===== config.mk =====
export PLATFORM = sky130hd
export DESIGN_NAME = shift_add_multiplier_4bit
export DESIGN_NICKNAME = d
export VERILOG_FILES = /design/src/rtl/shift_add_multiplier_4bit_pkg.sv /design/src/rtl/shift_add_multiplier_4bit_adder.sv /design/src/rtl/shift_add_multiplier_4bit.sv
export SDC_FILE = /design/constraint.sdc
export NUM_CORES = 1
export LEC_CHECK = 0
export ABC_CLOCK_PERIOD_IN_PS = 2400
export BUFFER_PORTS_ARGS = -buffer_cell sky130_fd_sc_hd__clkbuf_2
export CAP_MARGIN = 10
export CORE_UTILIZATION = 52
export CTS_CLUSTER_DIAMETER = 100
export CTS_CLUSTER_SIZE = 25
export DETAILED_ROUTE_END_ITERATION = 8
export PLACE_DENSITY = 0.77
export SETUP_SLACK_MARGIN = 0.3
export SLEW_MARGIN = 15
export SYNTH_ARGS = -nofsm -noshare
export SYNTH_HDL_FRONTEND = slang
export SYNTH_SLANG_ARGS = --single-unit

===== constraint.sdc =====
create_clock -name clk -period 2.4 [get_ports clk]
set_input_delay 0.36 -clock clk [delete_from_list [all_inputs] [get_ports clk]]
set_output_delay 0.36 -clock clk [all_outputs]
set_load 0.05 [all_outputs]

===== src/rtl/shift_add_multiplier_4bit_pkg.sv =====
// Shared definitions for the 4x4 shift-and-add multiplier slice:
// FSM state encodings, operand and counter widths, and the last iteration index.
package shift_add_multiplier_4bit_pkg;

  localparam int OPW  = 4;
  localparam int CNTW = 2;

  localparam logic [CNTW-1:0] LAST_ITER = 2'd3;

  typedef enum logic [1:0] {
    ST_IDLE = 2'd0,
    ST_CALC = 2'd1,
    ST_DONE = 2'd2
  } state_e;

endpackage : shift_add_multiplier_4bit_pkg


===== src/rtl/shift_add_multiplier_4bit_adder.sv =====
// 4-bit ripple-carry adder shared by the multiplier datapath.
// The carry chain is spelled out bit by bit so every net has a single driver.
module ripple_carry_adder_4bit
  import shift_add_multiplier_4bit_pkg::*;
(
  input  logic [OPW-1:0] A,
  input  logic [OPW-1:0] B,
  input  logic           Cin,
  output logic [OPW-1:0] Sum,
  output logic           Cout
);

  logic c1_s;
  logic c2_s;
  logic c3_s;

  assign Sum[0] = A[0] ^ B[0] ^ Cin;
  assign c1_s   = (A[0] & B[0]) | (A[0] & Cin)  | (B[0] & Cin);
  assign Sum[1] = A[1] ^ B[1] ^ c1_s;
  assign c2_s   = (A[1] & B[1]) | (A[1] & c1_s) | (B[1] & c1_s);
  assign Sum[2] = A[2] ^ B[2] ^ c2_s;
  assign c3_s   = (A[2] & B[2]) | (A[2] & c2_s) | (B[2] & c2_s);
  assign Sum[3] = A[3] ^ B[3] ^ c3_s;
  assign Cout   = (A[3] & B[3]) | (A[3] & c3_s) | (B[3] & c3_s);

endmodule : ripple_carry_adder_4bit


===== src/rtl/shift_add_multiplier_4bit.sv =====
// Sequential 4x4 unsigned multiplier: accepts A/B over a valid/ready
// handshake, performs one shift-and-add iteration per clock for four clocks,
// then holds the 8-bit product until the consumer takes it.
module shift_add_multiplier_4bit
  import shift_add_multiplier_4bit_pkg::*;
(
  input  logic           clk,
  input  logic           rst,
  input  logic           in_valid,
  output logic           in_ready,
  input  logic [OPW-1:0] A,
  input  logic [OPW-1:0] B,
  output logic           out_valid,
  input  logic           out_ready,
  output logic [7:0]     product,
  output logic           busy
);

  state_e          state_q, state_d;
  logic [CNTW-1:0] cnt_q,   cnt_d;
  logic [OPW-1:0]  m_q,     m_d;
  logic [OPW-1:0]  q_q,     q_d;
  logic [OPW-1:0]  acc_q,   acc_d;
  logic [7:0]      product_q, product_d;

  logic [OPW-1:0]  addend_s;
  logic [OPW-1:0]  sum_s;
  logic            cout_s;
  logic [7:0]      shifted_s;

  // Partial product is the multiplicand when the current multiplier LSB is set.
  assign addend_s = q_q[0] ? m_q : 4'b0000;

  ripple_carry_adder_4bit u_adder (
    .A    (acc_q),
    .B    (addend_s),
    .Cin  (1'b0),
    .Sum  (sum_s),
    .Cout (cout_s)
  );

  // The 9-bit {Cout, Sum, Q[3:1]} shifted right by one: carry lands in ACC[3].
  assign shifted_s = {cout_s, sum_s, q_q[3:1]};

  // Next-state and datapath update for the handshake FSM.
  always_comb begin
    state_d   = state_q;
    cnt_d     = cnt_q;
    m_d       = m_q;
    q_d       = q_q;
    acc_d     = acc_q;
    product_d = product_q;
    case (state_q)
      ST_IDLE: begin
        if (in_valid) begin
          state_d = ST_CALC;
          m_d     = A;
          q_d     = B;
          acc_d   = 4'b0000;
          cnt_d   = 2'd0;
        end else begin
          state_d = ST_IDLE;
        end
      end
      ST_CALC: begin
        acc_d = shifted_s[7:4];
        q_d   = shifted_s[3:0];
        cnt_d = cnt_q + 2'd1;
        if (cnt_q == LAST_ITER) begin
          state_d   = ST_DONE;
          product_d = shifted_s;
        end else begin
          state_d = ST_CALC;
        end
      end
      ST_DONE: begin
        if (out_ready) begin
          state_d = ST_IDLE;
        end else begin
          state_d = ST_DONE;
        end
      end
      default: begin
        state_d = ST_IDLE;
      end
    endcase
  end

  // State and datapath registers with synchronous reset that drops any in-flight result.
  always_ff @(posedge clk) begin
    if (rst) begin
      state_q   <= ST_IDLE;
      cnt_q     <= 2'd0;
      m_q       <= 4'b0000;
      q_q       <= 4'b0000;
      acc_q     <= 4'b0000;
      product_q <= 8'h00;
    end else begin
      state_q   <= state_d;
      cnt_q     <= cnt_d;
      m_q       <= m_d;
      q_q       <= q_d;
      acc_q     <= acc_d;
      product_q <= product_d;
    end
  end

  // Handshake flags come straight from the state register, never from inputs.
  assign in_ready  = (state_q == ST_IDLE);
  assign out_valid = (state_q == ST_DONE);
  assign busy      = (state_q == ST_CALC);
  assign product   = product_q;

endmodule : shift_add_multiplier_4bit


# Word-level counts from Yosys, hierarchy flattened

Cells that the tools add are included.
Widths: inputs -> output; s select.

Output and inout bits: 11
Bits in registers: 24
Word-level logic and storage cells: 50
Memories kept: 0
Bits in read-only memories: 0
Memory bits (writable): 0
Latch bits: 0

Muxes and demuxes: 11
Add/subtract/negate cells: 1
Equal/unequal tests: 4
Reductions and logical operators: 5
Bitwise operators: 23
Shifts and indexed selects: 0
Divide/modulo/power cells: 0
Order comparisons: 0
$mul: 0

Operator list:

| operator            | count |
|---|---|
| $pmux 4 s2          | 2 |
| $mux 4              | 3 |
| $and 1x1->1         | 10 |
| $xor 1x1->1         | 7 |
| $mux 2              | 3 |
| $or 1x1->1          | 6 |
| $pmux 2 s3          | 1 |
| $reduce_and 2->1    | 3 |
| $eq 2x2->1 const B  | 2 |
| $pmux 2 s2          | 1 |
| $add 2x1->2 const B | 1 |
| $eq 2x1->1 const B  | 1 |
| $logic_not 2->1     | 1 |
| $ne 2x2->1 const B  | 1 |
| $reduce_bool 2->1   | 1 |
| $mux 1              | 1 |

# Longest topological paths before layout

Gate-level depths: netlist of the first run.

Word-level depth: 12
Depth in mapped cells: 10

# Modules after synthesis

From an unflattened synthesis of the first run, not the netlist that was laid out.

Cells, all modules: 124
Area total of the unflattened synthesis: 1,086.0 um2

Modules (own cells, without submodules):

| module                    | cells an instance | area an instance (um2) | times used | seq. area each (um2) |
|---|---|---|---|---|
| shift_add_multiplier_4bit | 110               | 968.4                  | 1          | 480.5 |
| ripple_carry_adder_4bit   | 14                | 117.6                  | 1          | 0.0 |

# Worst setup path before layout of the first run

No wires, ideal clock.

Path type: reg-to-reg
From: register q_q[0]
To: register acc_q[3]
Setup slack: 0.259 ns
Setup time: 0.096 ns
Clock period less this slack: 2.141 ns
Data arrival time: 2.045 ns
Stages on the path, launching flop included: 11
Path through: dfxtp_1 and2_1 ha_1 inv_1 fa_1 inv_1 fa_1 inv_1 fa_1 or3_1 o41ai_2

Word-level cells in the longest chain between the ends: 12
Elaborated cells on any way between the ends: 18

Ends and longest elaborated chain:

| element                 | line                                  | source |
|---|---|---|
| start, declared         | shift_add_multiplier_4bit.sv:22       | `logic [OPW-1:0] q_q, q_d;` |
| start signal, assigned  | shift_add_multiplier_4bit.sv:102      | `q_q <= q_d;` |
| $mux 4 (*)              | shift_add_multiplier_4bit.sv:32       | `assign addend_s = q_q[0] ? m_q : 4'b0000;` |
| $and 1x1->1             | shift_add_multiplier_4bit_adder.sv:18 | `assign c1_s = (A[0] & B[0]) \| (A[0] & Cin) \| (B[0] & Cin);` |
| $and 1x1->1             | shift_add_multiplier_4bit_adder.sv:20 | `assign c2_s = (A[1] & B[1]) \| (A[1] & c1_s) \| (B[1] & c1_s);` |
| $or 1x1->1 (2 in a row) | shift_add_multiplier_4bit_adder.sv:20 |  |
| $and 1x1->1             | shift_add_multiplier_4bit_adder.sv:22 | `assign c3_s = (A[2] & B[2]) \| (A[2] & c2_s) \| (B[2] & c2_s);` |
| $or 1x1->1 (2 in a row) | shift_add_multiplier_4bit_adder.sv:22 |  |
| $and 1x1->1             | shift_add_multiplier_4bit_adder.sv:24 | `assign Cout = (A[3] & B[3]) \| (A[3] & c3_s) \| (B[3] & c3_s);` |
| $or 1x1->1              | shift_add_multiplier_4bit_adder.sv:24 |  |
| $or 1x1->1 (*)          | shift_add_multiplier_4bit_adder.sv:24 |  |
| $pmux 4 s2 (*)          | shift_add_multiplier_4bit.sv:53       | `case (state_q)` |
| end signal, assigned    | shift_add_multiplier_4bit.sv:96       | `acc_q <= 4'b0000;` |
| end signal, assigned    | shift_add_multiplier_4bit.sv:103      | `acc_q <= acc_d;` |
| end, declared           | shift_add_multiplier_4bit.sv:23       | `logic [OPW-1:0] acc_q, acc_d;` |

Mark *: on every way between the ends. The rest lies on a longest branch, timed or not.
A chain may end at the register's enable or synchronous reset.

# Worst setup path after layout of the first run

From: register q_q[0]
To: register acc_q[2]

Word-level cells in the longest chain between the ends: 10
Elaborated cells on any way between the ends: 15

Ends and longest elaborated chain:

| element                 | line                                  | source |
|---|---|---|
| $mux 4 (*)              | shift_add_multiplier_4bit.sv:32       |  |
| $and 1x1->1             | shift_add_multiplier_4bit_adder.sv:18 |  |
| $and 1x1->1             | shift_add_multiplier_4bit_adder.sv:20 |  |
| $or 1x1->1 (2 in a row) | shift_add_multiplier_4bit_adder.sv:20 |  |
| $and 1x1->1             | shift_add_multiplier_4bit_adder.sv:22 |  |
| $or 1x1->1 (2 in a row) | shift_add_multiplier_4bit_adder.sv:22 |  |
| $xor 1x1->1 (*)         | shift_add_multiplier_4bit_adder.sv:23 | `assign Sum[3] = A[3] ^ B[3] ^ c3_s;` |
| $pmux 4 s2 (*)          | shift_add_multiplier_4bit.sv:53       |  |

Marked as above.

==> results_dict.tcl, run 1 <==
set metrics [dict create \
    area_delta_synth_final_pct 18.6 \
    io_buffers 22 \
    hold_depth 3 \
    setup_tns_ps 0 \
    ys_seq_area_share_pct 44.0 \
    place_congestion 0.730 \
    tightest_slew_ps 545 \
    finClkSkew_ps 8.22 \
    drc 0 \
    final_cell_mix "nand2_1 (22), clkbuf_2 (22), dfxtp_1 (21)" \
    grt_max_degree 26 \
    cp_slowest_stage_delay_ps 550 \
    rsz0062_at_grt "yes" \
    first_global_vias 752 \
    worstSetupStartpointType "register" \
    pin_count 23 \
    worstRegToRegCells 10 \
    cts_buffers 3 \
    min_path_type "primary input to register" \
    synth-simple-area-share_pct 21.1 \
    path_delay_family "adder cells" \
    synth-main-ff-cell "dfxtp_1" \
    yosys.cell_types.count 30 \
    finalHoldViolCount 0 \
    dpl.cell_count 161 \
    viasPerCell 5.11 \
    worstHoldEndpoint "m_q[0]" \
    worstPathArrival_ps 2290 \
    ys_top_cells_by_area "dfxtp_1 (44%), nand2_1 (7.6%), a21oi_1 (6.4%)" \
    clk_pin_slew_worst_paths_ps 140 \
    die_x_um 47.8 \
    dieArea_um2 2290 \
    avgSynthCellArea_um2 9.09 \
    syn_nets 137 \
    slew-limit-headroom_pct 63.6 \
    cp_max_fo 2 \
    finalCritPeriodShare_pct 86.8 \
    leakagePower_nw 0.521 \
    synth_edf_count 0 \
    endpoint_kind "register" \
    setup_viol 0 \
    cts_tree "built" \
    dp_hpwl_um 1410 \
    cpMaxStageDelayCell "fa_2" \
    dr.pass1.iters 4 \
    required_ps 2610 \
    grt_pass1_wl_um 3180 \
    path_cells "and2_4, ha_4, inv_2, fa_2, inv_2, fa_2, inv_2, fa_2, nand2b_4, a21oi_2" \
    cts-root-buf "clkbuf_4" \
    gr-usage-all-layers_pct 20.4 \
    slew_violations 0 \
    synth_xor_area_share_pct 0 \
    synth_compound_area_share_pct 15.3 \
    reg2reg_slack_ps 320 \
    synth_top_family_by_area "simple AND/OR/NAND/NOR gates" \
    r2r_end "acc_q[2]" \
    utilization_pct 65.9 \
    synthAdderAreaFrac_pct 7.80 \
    rows 16 \
    dr.first_iter.drc_count 7 \
    ir_drop_v 0.000465 \
    maxCapViolCount 0 \
    initial_utilization_pct 55.6 \
    cts_buffer_depth 2 \
    wirelength_um 2020 \
    synth_largest_area_cell "dfxtp_1" \
    stdcell_count 167 \
    via_count 853 \
    synth_seq_cells 24 \
    criticalPathCategory "register to register" \
    htreeDepth 1 \
    synth_area_um2 1090 \
    grt-ovfl-total 0 \
    synthMuxAreaShare_pct 5.05 \
    synth.top_cell.area_share_pct 44.0 \
    die_h_um 47.8 \
    yosysWarningCount 0 \
    p_per_area_nw_per_um2 630 \
    critical_path_buf_inv_count 3 \
    avgRoutedWirePerCell_um 12.1 \
    status "complete, no violations" \
    cts.sinks 24 \
    core_area_um2 1960 \
    crit_start "q_q[0]" \
    synthArstFlopShare_pct 0 \
    hp-start "A[0]" \
    period_needed_ps 2080 \
    netlist_instances 120 \
    antenna_found_initial 0 \
    r2r-start "q_q[0]" \
    ant_nets 0 \
    diodes 0 \
    fin_nets 158 \
    clkLatencyLatePin_ps 330 \
    fmax_mhz 480 \
    drive_above_1_share_pct 35.0 \
]
layer usage:
layer | up-vias | track usage (%) | part of all wire [%]
met3 | 6 | 3.40 | 3.5
met2 | 16 | 31.4 | 48
met4 | 0 | 10.0 | 2.2
li1 | 436 | - | -
met5 | - | 0 | 0
met1 | 395 | 27.6 | 46
layout make-up:
class / instances / area (µm²)
Clock inverter: 1 / 30.0
Multi-Input combinational cell: 82 / 576
Sequential cell: 24 / 484
Tap cell: 27 / 33.8
Inverter: 6 / 22.5
Clock buffer: 3 / 22.5
Fill cell: 171 / 668
Timing Repair Buffer: 24 / 125
flip-flops by register name (all words and copies together), names as in the netlist:
| name | cells |
|---|---|
| q_q | 4 |
| cnt_q | 2 |
| acc_q | 4 |
| m_q | 4 |
| product | 8 |
| state_q | 2 |
worst max path at each step:
stage	to	slack [ps]	depth (start not counted)
floorplan	acc_q[3]	350	10
detailed placement	acc_q[3]	260	10
global route	acc_q[2]	250	10
finish	acc_q[2]	320	10
CTS	acc_q[3]	250	10
global placement	acc_q[3]	310	10
cell usage after synthesis (2+ instances only):
cell,n
dfxtp_1,24
nand2_1,22
a21oi_1,14
nor2_1,9
a211oi_1,5
inv_1,5
mux2i_1,4
nand2b_1,4
nand3_1,4
fa_1,3
a211oi_2,2
and2_1,2
buf_2,2
buf_6,2
clkbuf_1,2
ha_1,2
cells by family after synthesis:
kind of cell	Yosys count
buffers and inverters	14
DFF	24
and+or+nand+nor	48
AOI/OAI and AO/OA	24
adders and majority gates	5
muxes	5
report_power, final:
group          internal [mW]  total [mW]  leakage, nW  switching [mW]
sequential             0.414       0.429        0.196          0.0150
clock                  0.169       0.297       0.0279           0.128
combinational         0.0347      0.0887        0.297          0.0539
total                  0.618       0.815        0.521           0.197
tightest hold or removal path, cell delays in order:
cell      delay (ps)
clkbuf_2          80
nand2_1           60
a21oi_1           50
timing repair:
| action | CTS | global route |
|---|---|---|
| pin swaps | 0 | 3 |
| setup endpoints to repair | 3 | 3 |
| setup buffers | 1 | 1 |
| hold buffers | 0 | 0 |
| hold endpoints to repair | 0 | 0 |
| gates resized for setup | 1 | 13 |
metrics by stage:
| step | power [mW] | hold WS [ps] | instance area (µm²) | setup slack [ps] |
|---|---|---|---|---|
| floorplan | 0.503 | 432 | 1090 | 351 |
| global placement | 0.518 | 443 | 1180 | 315 |
| detailed placement | 0.520 | 446 | 1180 | 264 |
| CTS | 0.814 | 239 | 1250 | 251 |
| global route | 0.842 | 234 | 1290 | 250 |
| finish | 0.815 | 241 | 1290 | 317 |
Power figures use the tool's default switching activity.
==> run 2, diff against run 1 <==
--- a/config.mk
+++ b/config.mk
@@ -6,13 +6,15 @@
 export NUM_CORES = 1
 export LEC_CHECK = 0
 export ABC_CLOCK_PERIOD_IN_PS = 2400
-export BUFFER_PORTS_ARGS = -buffer_cell sky130_fd_sc_hd__clkbuf_2
 export CAP_MARGIN = 10
-export CORE_UTILIZATION = 52
+export CELL_PAD_IN_SITES_DETAIL_PLACEMENT = 0
+export CELL_PAD_IN_SITES_GLOBAL_PLACEMENT = 1
+export CORE_UTILIZATION = 45
 export CTS_CLUSTER_DIAMETER = 100
 export CTS_CLUSTER_SIZE = 25
 export DETAILED_ROUTE_END_ITERATION = 8
-export PLACE_DENSITY = 0.77
+export DONT_BUFFER_PORTS = 1
+export PLACE_DENSITY_LB_ADDON = 0.1
 export SETUP_SLACK_MARGIN = 0.3
 export SLEW_MARGIN = 15
 export SYNTH_ARGS = -nofsm -noshare
==> run 2 against run 1 <==
Final cell count decreased by 13%. Sequential power about the same. Critical path depth unchanged. Routed wire length decreased by 1.3%. Power decreased by 12%. Hold slack got worse by 150 ps. Clock-buffer cell count increased by 1. Critical endpoint unchanged. Die area increased by 15%. Flip-flop and latch count unchanged. Global-route usage decreased by 3.4 points. Worst setup slack improved by 1.7 ps.
==> results_dict.tcl, run 2 (synthesized netlist as in run 1, its figures left out) <==
set metrics [dict create \
    status "complete, no violations" \
    finalCritPeriodShare_pct 86.7 \
    viasPerCell 5.29 \
    gr-usage-all-layers_pct 16.9 \
    min_path_type "primary input to register" \
    place_area_um2 1080 \
    finClkSkew_ps 5.23 \
    first_global_vias 728 \
    p_per_area_nw_per_um2 612 \
    p_clk_share_pct 30.0 \
    fin_nets 136 \
    final_area_um2 1170 \
    cts_buffers 3 \
    worstPathArrival_ps 2340 \
    hp-start "rst" \
    antenna_found_initial 0 \
    htreeDepth 1 \
    wirelength_um 1990 \
    required_ps 2650 \
    clkLatencyLatePin_ps 310 \
    dr.first_iter.drc_count 14 \
    worstSetupStartpointType "register" \
    diodes 0 \
    criticalPathCategory "register to register" \
    cp_max_fo 2 \
    grt_max_degree 26 \
    seqPwrFrac_pct 60.0 \
    pin_count 23 \
    maxCapViolCount 0 \
    endpoint_kind "register" \
    p_int_uw 535 \
    final_cell_mix "nand2_1 (22), dfxtp_1 (22), a21oi_1 (13)" \
    rows 17 \
    dieArea_um2 2630 \
    finalHoldViolCount 0 \
    grt-ovfl-total 0 \
    area_delta_synth_final_pct 7.00 \
    dp_hpwl_um 1410 \
    via_count 773 \
    p_sw_uw 179 \
    clk_pin_slew_worst_paths_ps 140 \
    ir_drop_v 0.000331 \
    ant_nets 0 \
    cts_buffer_depth 2 \
    fmax_mhz 481 \
    cts.sinks 24 \
    tightest_slew_ps 992 \
    hold_ws_ps 92.0 \
    drc 0 \
    r2r-start "q_q[0]" \
    slew_violations 0 \
    place_congestion 0.722 \
    setup_viol 0 \
    period_needed_ps 2080 \
    leakagePower_nw 0.419 \
    crit_start "q_q[0]" \
    switching_share_pct 25.1 \
    avgRoutedWirePerCell_um 13.6 \
    setup_tns_ps 0 \
    cts_tree "built" \
    rsz0062_at_grt "yes" \
    io_buffers 0 \
    die_h_um 51.2 \
    initial_utilization_pct 48.4 \
    core_area_um2 2250 \
    largest_reg_flops 8 \
    drive_above_1_share_pct 22.0 \
    dr.pass1.iters 3 \
    grt_pass1_wl_um 3240 \
    cts-root-buf "clkbuf_4" \
    fill_cells 234 \
    slew-limit-headroom_pct 33.7 \
    die_x_um 51.2 \
    p_comb_share_pct 10.0 \
]
## run 2: timing repair
item | 4_1_cts | 5_1_grt
hold buffers | 0 | 0
resized for setup | 4 | 9
setup buffers | 1 | 0
setup endpoints to repair | 2 | 2
pin swaps | 2 | 2
## run 2: cell type report
class | count | area (µm²) | area share [%]
flip-flops and latches | 24 | 483 | 41.4
multi-input cells | 82 | 576 | 49.3
repair buffers | 2 | 15.0 | 1.29
inverters | 6 | 22.5 | 1.93
well taps | 28 | 35.0 | 3.00
clock buffers | 4 | 36.3 | 3.11
## run 2: worst max-delay path, cell delays in order, from the launching register on
cell and delay (ps):
dfxtp_2 340, and2_4 150, ha_4 150, inv_2 50
fa_2 180, inv_2 40, fa_2 320, inv_2 60
fa_2 440, nand2b_4 150, a21oi_2 130
## run 2: worst paths after layout
path / endpoint / cells past startpoint / slack (ps)
setup reg to reg: acc_q[2] / 10 / 320
setup / recovery: acc_q[2] / 10 / 320
hold reg to reg: m_q[0] / 2 / 460
hold / removal: q_q[0] / 1 / 90
## run 2: per-stage QoR
stage / util (%) / worst slack (ps) / total power [mW] / instances
after CTS: 50.3 / 277 / 0.722 / 146
after global placement: 48.1 / 308 / 0.503 / 141
after floorplan: - / 351 / 0.503 / 120
after global routing: 51.8 / 257 / 0.753 / 146
final: 51.8 / 319 / 0.714 / 146
after detailed placement: 48.1 / 258 / 0.505 / 141
## run 2: routing by layer
metal / share of wire [%] / global-route usage (%) / vias to the layer above
met5: 0 / 0 / -
met4: 0.60 / 6.76 / 0
met3: 3.6 / 4.76 / 2
met2: 46 / 26.1 / 11
met1: 50 / 22.2 / 360
li1: - / - / 400
## run 2: power by group through the flow
stage / Sequential [mW] / Combinational, mW / Clock, mW
after global placement: 0.437 / 0.0655 / 0
after global routing: 0.431 / 0.0794 / 0.243
after detailed placement: 0.438 / 0.0670 / 0
after CTS: 0.428 / 0.0705 / 0.224
final: 0.428 / 0.0716 / 0.214
after floorplan: 0.431 / 0.0725 / 0
==> run 3, diff against run 2 <==
--- a/config.mk
+++ b/config.mk
@@ -14,7 +14,7 @@
 export CTS_CLUSTER_SIZE = 25
 export DETAILED_ROUTE_END_ITERATION = 8
 export DONT_BUFFER_PORTS = 1
-export PLACE_DENSITY_LB_ADDON = 0.1
+export PLACE_DENSITY_LB_ADDON = 0.12
 export SETUP_SLACK_MARGIN = 0.3
 export SLEW_MARGIN = 15
 export SYNTH_ARGS = -nofsm -noshare
==> run 3 against run 2 <==
Clock skew barely moved. Clock power barely moved. Routed wire length rose by 1.2%. Critical path depth did not move. Sequential share of layout area fell by 0.26 points. Die area did not move. Critical path type unchanged. Largest cell class unchanged.
==> results_dict.tcl, run 3 (synthesized netlist as in run 1, its figures left out) <==
set metrics [dict create \
    drc 0 \
    slew_violations 0 \
    min_path_type "primary input to register" \
    wirelength_um 2020 \
    cts_buffers 3 \
    dieArea_um2 2630 \
    fin_nets 137 \
    tightest_slew_ps 990 \
    maxCapViolCount 0 \
    period_needed_ps 2100 \
    finalHoldViolCount 0 \
    leakagePower_nw 0.423 \
    dr.first_iter.drc_count 7 \
    setup_viol 0 \
    hold_depth 1 \
    drive_above_1_share_pct 22.7 \
    criticalPathCategory "register to register" \
    grt-ovfl-total 0 \
    pin_count 23 \
    hp-start "rst" \
    via_count 767 \
    crit_start "m_q[0]" \
    worstHoldEndpoint "m_q[0]" \
    area_delta_synth_final_pct 7.68 \
    fmax_mhz 476 \
    ir_drop_v 0.000328 \
    cts_tree "built" \
    clkLatencyLatePin_ps 310 \
    first_global_vias 727 \
    cts-root-buf "clkbuf_4" \
    htreeDepth 1 \
    hold_ws_ps 91.8 \
    avgRoutedWirePerCell_um 13.7 \
    rsz0062_at_grt "yes" \
    r2r_end "acc_q[2]" \
    worstSetupStartpointType "register" \
    gr-usage-all-layers_pct 17.1 \
    ant_nets 0 \
    dr.pass1.iters 3 \
    r2r-start "m_q[0]" \
    clk_pin_slew_worst_paths_ps 130 \
    fill_cells 229 \
    die_x_um 51.2 \
    io_buffers 0 \
    cts_hold_buf 0 \
    worstRegToRegCells 10 \
    cts.sinks 24 \
    dp_hpwl_um 1390 \
    status "complete, no violations" \
    required_ps 2650 \
    die_h_um 51.2 \
    core_area_um2 2250 \
    place_congestion 0.703 \
    dpl.cell_count 141 \
    finClkSkew_ps 5.72 \
    grt_pass1_wl_um 3280 \
    slew-limit-headroom_pct 33.9 \
    final_cell_mix "nand2_1 (22), dfxtp_1 (22), a21oi_1 (13)" \
    p_per_area_nw_per_um2 606 \
    finalCritPeriodShare_pct 87.6 \
    antenna_found_initial 0 \
    worstPathArrival_ps 2360 \
    seq_area_um2 483 \
    endpoint_kind "register" \
    setup_tns_ps 0 \
    viasPerCell 5.22 \
    cts_buffer_depth 2 \
    largest_reg_flops 8 \
    reg2reg_slack_ps 300 \
    multiInputGateArea_um2 576 \
    stdcell_count 147 \
    initial_utilization_pct 48.4 \
    grt_max_degree 26 \
    rows 17 \
    cp_max_fo 2 \
    diodes 0 \
]
-- run 3: cell count changes in the layout (fill, tap and decap cells not counted), sizes merged --
cell | previous run | this run
buf | 2 | 3
-- run 3: what timing repair did --
item / in CTS / in global routing
pin swaps: 4 / 5
setup buffers: 2 / 0
gates resized for setup: 10 / 3
cloned: 0 / 0
endpoints found under the setup margin: 2 / 3
hold endpoints to repair: 0 / 0
-- run 3: metal layers --
| metal | part of all wire (%) | track usage (%) |
|---|---|---|
| met2 | 47 | 27.0 |
| met3 | 4.2 | 4.46 |
| met4 | 0.45 | 4.05 |
| met1 | 48 | 23.1 |
| met5 | 0 | 0 |
-- run 3: final cells by class --
class	instances	area share [%]
clock buffer	4	3.09
inverter	6	1.92
multi-input combinational	82	49.0
sequential	24	41.1
tap	28	2.98
timing repair buffer	3	1.92
-- run 3: how the worst max path moves through the flow --
stage | end | cells past startpoint
after detailed placement | acc_q[3] | 10
after CTS | acc_q[2] | 10
after floorplan | acc_q[3] | 10
after global routing | acc_q[2] | 10
final | acc_q[2] | 10
after global placement | acc_q[2] | 10
-- run 3: metrics by stage --
stage	worst slack [ps]	utilization, %	area [µm²]	total power, mW
finish	298	52.1	1170	0.712
detailed placement	268	48.1	1080	0.504
global placement	305	48.1	1080	0.503
global route	242	52.1	1170	0.750
CTS	299	51.8	1170	0.718
floorplan	351	-	1090	0.503
-- run 3: critical path, cell delays in order, from the launching register on --
cell and delay (ps):
dfxtp_2 340, and2_4 160, ha_4 150, inv_2 50
fa_2 180, inv_2 40, fa_2 350, inv_2 70
fa_2 440, nand2b_4 150, a21oi_2 120
-- run 3: power by group --
group | internal (mW) | switching [mW]
clock network | 0.0925 | 0.119
registers | 0.414 | 0.0146
logic | 0.0288 | 0.0432
total | 0.535 | 0.177
